### src/rtl/alu_ctrl_seq.sv
// rtl/alu_ctrl_seq.sv - Registered ALU control decoder with mul/div sequencing (optional div: ALU_CTRL_SEQ_DIV_EN)
module alu_ctrl_seq #(
    parameter int CTRL_W = 4,
    parameter int MD_LAT = 32
) (
    input  logic              clk,
    input  logic              rst,
    input  logic              in_valid,
    output logic              in_ready,
    input  logic [1:0]        alu_op,
    input  logic [5:0]        funct,
    output logic              out_valid,
    output logic [CTRL_W-1:0] alu_ctrl,
    output logic              illegal,
    output logic              md_start,
    output logic [1:0]        md_kind,
    output logic              stall
);

    typedef enum logic {S_IDLE = 1'b0, S_BUSY = 1'b1} state_t;

    // Counter preload: the md_start cycle itself counts as the first busy cycle.
    localparam logic [7:0] LAT_M1 = 8'(MD_LAT - 1);

    state_t     state_q, state_d;
    logic [7:0] cnt_q, cnt_d;
    logic       out_valid_q, out_valid_d;
    logic [3:0] code_q, code_d;
    logic       illegal_q, illegal_d;
    logic       md_start_q, md_start_d;
    logic [1:0] md_kind_q, md_kind_d;

    logic       accept;
    logic [3:0] dec_code;
    logic       dec_illegal;
    logic       dec_md;
    logic [1:0] dec_kind;

    assign accept = in_valid && in_ready;

    // Decode alu_op / funct into a control code and a mul/div flag.
    always_comb begin
        dec_code    = 4'b0000;
        dec_illegal = 1'b0;
        dec_md      = 1'b0;
        dec_kind    = 2'b00;
        case (alu_op)
            2'b00: dec_code = 4'b0010;
            2'b01: dec_code = 4'b0011;
            2'b11: dec_code = 4'b0001;
            default: begin
                case (funct)
                    6'd32: dec_code = 4'b0010;
                    6'd34: dec_code = 4'b0011;
                    6'd36: dec_code = 4'b0000;
                    6'd37: dec_code = 4'b0001;
                    6'd39: dec_code = 4'b0101;
                    6'd42: dec_code = 4'b0100;
                    6'd0:  dec_code = 4'b0110;
                    6'd3:  dec_code = 4'b0111;
                    6'd2:  dec_code = 4'b1000;
                    6'd38: dec_code = 4'b1001;
                    6'd24: begin dec_code = 4'b1010; dec_md = 1'b1; dec_kind = 2'b00; end
                    6'd25: begin dec_code = 4'b1011; dec_md = 1'b1; dec_kind = 2'b01; end
`ifdef ALU_CTRL_SEQ_DIV_EN
                    6'd26: begin dec_code = 4'b1100; dec_md = 1'b1; dec_kind = 2'b10; end
                    6'd27: begin dec_code = 4'b1101; dec_md = 1'b1; dec_kind = 2'b11; end
`endif
                    default: dec_illegal = 1'b1;
                endcase
            end
        endcase
    end

    // State and latency counter register; reset wins over any accept.
    always_ff @(posedge clk) begin
        if (rst) begin
            state_q <= S_IDLE;
            cnt_q   <= 8'd0;
        end else begin
            state_q <= state_d;
            cnt_q   <= cnt_d;
        end
    end

    // Next state: enter BUSY on a mul/div accept, leave when the counter has drained.
    always_comb begin
        state_d = state_q;
        cnt_d   = cnt_q;
        if (state_q == S_IDLE) begin
            if (accept && dec_md) begin
                state_d = S_BUSY;
                cnt_d   = LAT_M1;
            end
        end else begin
            if (cnt_q == 8'd0) begin
                state_d = S_IDLE;
            end else begin
                cnt_d = cnt_q - 8'd1;
            end
        end
    end

    // Moore outputs decoded from the state register only.
    always_comb begin
        in_ready = (state_q == S_IDLE);
        stall    = (state_q == S_BUSY);
    end

    // Result and pulse next-state: single-cycle ops respond next cycle, mul/div on drain.
    always_comb begin
        out_valid_d = 1'b0;
        illegal_d   = 1'b0;
        md_start_d  = 1'b0;
        code_d      = code_q;
        md_kind_d   = md_kind_q;
        if (accept) begin
            code_d = dec_code;
            if (dec_md) begin
                md_start_d = 1'b1;
                md_kind_d  = dec_kind;
            end else begin
                out_valid_d = 1'b1;
                illegal_d   = dec_illegal;
            end
        end else if (state_q == S_BUSY && cnt_q == 8'd0) begin
            out_valid_d = 1'b1;
        end
    end

    // Result and pulse registers.
    always_ff @(posedge clk) begin
        if (rst) begin
            out_valid_q <= 1'b0;
            illegal_q   <= 1'b0;
            md_start_q  <= 1'b0;
            code_q      <= 4'b0000;
            md_kind_q   <= 2'b00;
        end else begin
            out_valid_q <= out_valid_d;
            illegal_q   <= illegal_d;
            md_start_q  <= md_start_d;
            code_q      <= code_d;
            md_kind_q   <= md_kind_d;
        end
    end

    // Widen the 4-bit code; bits above 3 are always zero.
    always_comb begin
        alu_ctrl      = '0;
        alu_ctrl[3:0] = code_q;
    end

    assign out_valid = out_valid_q;
    assign illegal   = illegal_q;
    assign md_start  = md_start_q;
    assign md_kind   = md_kind_q;

endmodule

### config.mk
export PLATFORM = sky130hd
export DESIGN_NAME = alu_ctrl_seq
export DESIGN_NICKNAME = d
export VERILOG_FILES = /design/src/rtl/alu_ctrl_seq.sv
export SDC_FILE = /design/constraint.sdc
export NUM_CORES = 1
export LEC_CHECK = 0
export CAP_MARGIN = 25
export CORE_ASPECT_RATIO = 0.8
export CORE_MARGIN = 2
export CORE_UTILIZATION = 44
export CTS_CLUSTER_SIZE = 16
export DETAILED_ROUTE_END_ITERATION = 8
export PLACE_DENSITY = 0.74
export SLEW_MARGIN = 20
export SYNTH_ARGS = -nofsm -noshare
export SYNTH_HDL_FRONTEND = slang
export SYNTH_SLANG_ARGS = --single-unit
### constraint.sdc
create_clock -name clk -period 1.5 [get_ports clk]
set_input_delay 0.3 -clock clk [delete_from_list [all_inputs] [get_ports clk]]
set_output_delay 0.3 -clock clk [all_outputs]
set_load 0.01 [all_outputs]
==> flow_metrics.env <==
export IMPL_status="complete, but fails checks"
export IMPL_violations="setup timing"
export IMPL_rsz0062_at_grt="yes"
export IMPL_setup_viol=4
export IMPL_synth_common_cells="dfxtp_1 (17), nor2_1 (11), a21oi_1 (8), nor3_1 (8), inv_1 (7)"
export IMPL_syn_to_final_growth_pct=68.52
export IMPL_synthMostInstantiatedCell="dfxtp_1"
export IMPL_insertion_delay_ps=320
export IMPL_path_class="reg2reg"
export IMPL_wl_per_cell_um=15.60
export IMPL_cts_made_buffers=3
export IMPL_post_place_ws_ps=-427.2
export IMPL_startpoint="cnt_q[2]$_SDFFE_PP0P_"
export IMPL_io_buffers=20
export IMPL_grt_pass1_vias=1002
export IMPL_wl_um=2995
export IMPL_grt_usage=0.2247
export IMPL_rows=15
export IMPL_core_um2=2121
export IMPL_critical_path_max_fanout=2
export IMPL_yosys_area_top_type="dfxtp_1"
export IMPL_yosys_most_used_dff="dfxtp_1"
export IMPL_p_leak_nw=0.7430
export IMPL_ys_types=44
export IMPL_cts_sinks=17
export IMPL_syn_cell_area_um2=965.9
export IMPL_num_antenna_cells=0
export IMPL_start_util=0.4555
export IMPL_synth_edf_count=0
export IMPL_antenna_found_initial=0
export IMPL_hold_path_class="in2reg"
export IMPL_htree_levels=1
export IMPL_crit_required_ps=1750
export IMPL_worst_slack_ps=-76.49
export IMPL_design_area_um2=1628
export IMPL_num_fill_cells=157
export IMPL_p_int_w=0.0006534
export IMPL_worstSetupEndpointType="register"
export IMPL_path_delay_family="simple AND/OR/NAND/NOR gates"
export IMPL_vias_per_cell=5.714
export IMPL_ys_warn_count=0
export IMPL_dr_pass1_iters=5
export IMPL_top_level_ports=22
export IMPL_max_stage_delay_ps=530
export IMPL_period_share=1.051
export IMPL_ant_nets=0
export IMPL_critPathArrivalTime_ps=1830
export IMPL_hold_buffers=0
export IMPL_placed_area_um2=1425
export IMPL_ys_ff_latch=17
export IMPL_critPathSlowestCell="or4_4"
export IMPL_cpMostUsedCell="or4_4"
export IMPL_hpwl_um=2076
export IMPL_seqPwrFrac=0.511
export IMPL_regArea_um2=345.3
export IMPL_r2r_start="cnt_q[2]$_SDFFE_PP0P_"
export IMPL_cts_tree="built"
export IMPL_nNetsFinal=181
export IMPL_reg2reg_slack_ps=-80
export IMPL_switchingPower_w=0.0002508
export IMPL_worst_setup_path_start_kind="register"
export IMPL_hp_start="funct[0]"
export IMPL_syn_area_per_cell_um2=8.548
export IMPL_die_h_um=45.91
export IMPL_ir_drop_mv=0.4235
export IMPL_drive_gt1_frac=0.4192
export IMPL_clkTransAtPathRegs_ps=110
export IMPL_multi_input_area_um2=699.4
export IMPL_grt_max_degree=10
export IMPL_synth_fp_nets=126
export IMPL_drtIter0Drc=52
export IMPL_gp_congestion=0.8159
export IMPL_max_freq_mhz=634.3
export IMPL_cts_root_buffer="clkbuf_4"
export IMPL_comb_power_share=0.188
export IMPL_ys_top_cells_by_area="dfxtp_1 (35%), nor2_1 (4.3%), a21oi_1 (4.1%)"
export IMPL_synth_cells=113
export IMPL_cap_viol_max_count=0
export IMPL_power_frac_clock=0.301
export IMPL_grt_pass1_wl_um=4319
export IMPL_num_vias=1097
export IMPL_synth_top_area_share=0.3523
export IMPL_skew_ps=7.104
export IMPL_slew_violations=0
export IMPL_p_sw_frac=0.2774
export IMPL_cp_cell_sequence="or4_4 -> or4_4 -> a211oi_2"
export IMPL_drc=0
export IMPL_hold_viol=0
export IMPL_synthArstFlopShare=0
export IMPL_chipWidth_um=56.39
export IMPL_synth_yosys_seq_area_share=0.3523
export IMPL_cp_num_buf_inv=0
export IMPL_cts_max_path_buffers=2
export IMPL_grt_ovfl_total=0
export IMPL_p_per_area_nw_per_um2=555.5
export IMPL_die_area_um2=2588
export IMPL_min_period_ps=1576
[layout make-up]
type                       count  share of cell area
tap                           25             0.01922
multi-input combinational     83              0.4297
sequential                    17              0.2121
clock buffer                   4             0.01614
inverter                       7             0.01614
timing repair buffer          56              0.3067
[layout by cell type, fill, tap and decap left out, drive strengths merged, types with 2 or more instances in the layout]
cell type / count
nand2b: 4
nand2: 4
or3: 2
a311oi: 2
ha: 2
nor3: 8
a31oi: 2
a211oi: 2
clkdlybuf4s50: 7
o21ai: 2
o22ai: 2
mux2i: 4
or4: 3
nor4b: 3
buf: 36
nor2b: 2
dfxtp: 17
a21oi: 8
nor4: 3
inv: 7
dlygate4sd2: 6
nor2: 11
dlymetal6s2s: 7
clkbuf: 4
[power by group through the flow]
| stage | Sequential, W | Clock, W | Combinational, W |
|---|---|---|---|
| 4_1_cts | 0.000461 | 0.000259 | 0.000160 |
| 3_5_place_dp | 0.000471 | 0 | 0.000159 |
| 2_1_floorplan | 0.000475 | 0 | 0.0000606 |
| 5_1_grt | 0.000463 | 0.000284 | 0.000182 |
| 6_report | 0.000462 | 0.000272 | 0.000170 |
| 3_3_place_gp | 0.000472 | 0 | 0.000153 |
[through the flow]
stage | instances | hold slack (ps) | utilization | TNS, ps | power, W
after floorplan | 113 | 408.8 | - | -106.1 | 0.0005357
after global placement | 185 | 462.8 | 0.6720 | -4164 | 0.0006244
after detailed placement | 185 | 479.2 | 0.6720 | -5181 | 0.0006310
after CTS | 189 | 493.6 | 0.6985 | -144.7 | 0.0008802
after global routing | 192 | 473.6 | 0.7676 | -396.2 | 0.0009290
final | 192 | 441.2 | 0.7676 | -137.6 | 0.0009042
[sequential cells by signal (all words and copies together), names as in the netlist]
register	count
stall	1
alu_ctrl	4
illegal	1
cnt_q	8
out_valid	1
md_kind	1
md_start	1
[layer usage]
metal,vias up,part of all wire,global-route usage
met5,-,0,0
met4,0,0.021,0.1048
met3,7,0.049,0.03977
met2,37,0.53,0.4141
met1,528,0.40,0.2603
li1,525,-,-
[logic make-up after synthesis]
group                      Yosys count  synth area share
DFF                                 17            0.3523
muxes                                4           0.04145
and+or+nand+nor                     48            0.3161
buffers and inverters               13           0.05441
xor gates and xnor gates             2           0.01814
adders and majority gates            2           0.02590
other                                1          0.003882
AOI/OAI and AO/OA                   26            0.1878
[tightest hold or removal path, stage by stage]
cell and delay, ps:
dlymetal6s2s_1 130, buf_6 150, mux2i_1 70, nor2_1 80
[worst paths after layout]
kind	endpoint	cells after the start
max	cnt_q[6]$_SDFFE_PP0P_	3
min	md_kind[0]$_SDFFE_PP0P_	4
max reg2reg	cnt_q[6]$_SDFFE_PP0P_	3
min reg2reg	alu_ctrl[3]$_SDFFE_PP0P_	2
[what timing repair did]
| action | 4_1_cts | 5_1_grt |
|---|---|---|
| endpoints found under the setup margin | 17 | 21 |
| hold endpoints to repair | 0 | 0 |
| buffers inserted | 0 | 3 |
| gates resized for setup | 16 | 31 |
| cloned | 0 | 0 |
| pin swaps | 5 | 13 |
No activity file was read; power rests on OpenSTA's default activity.
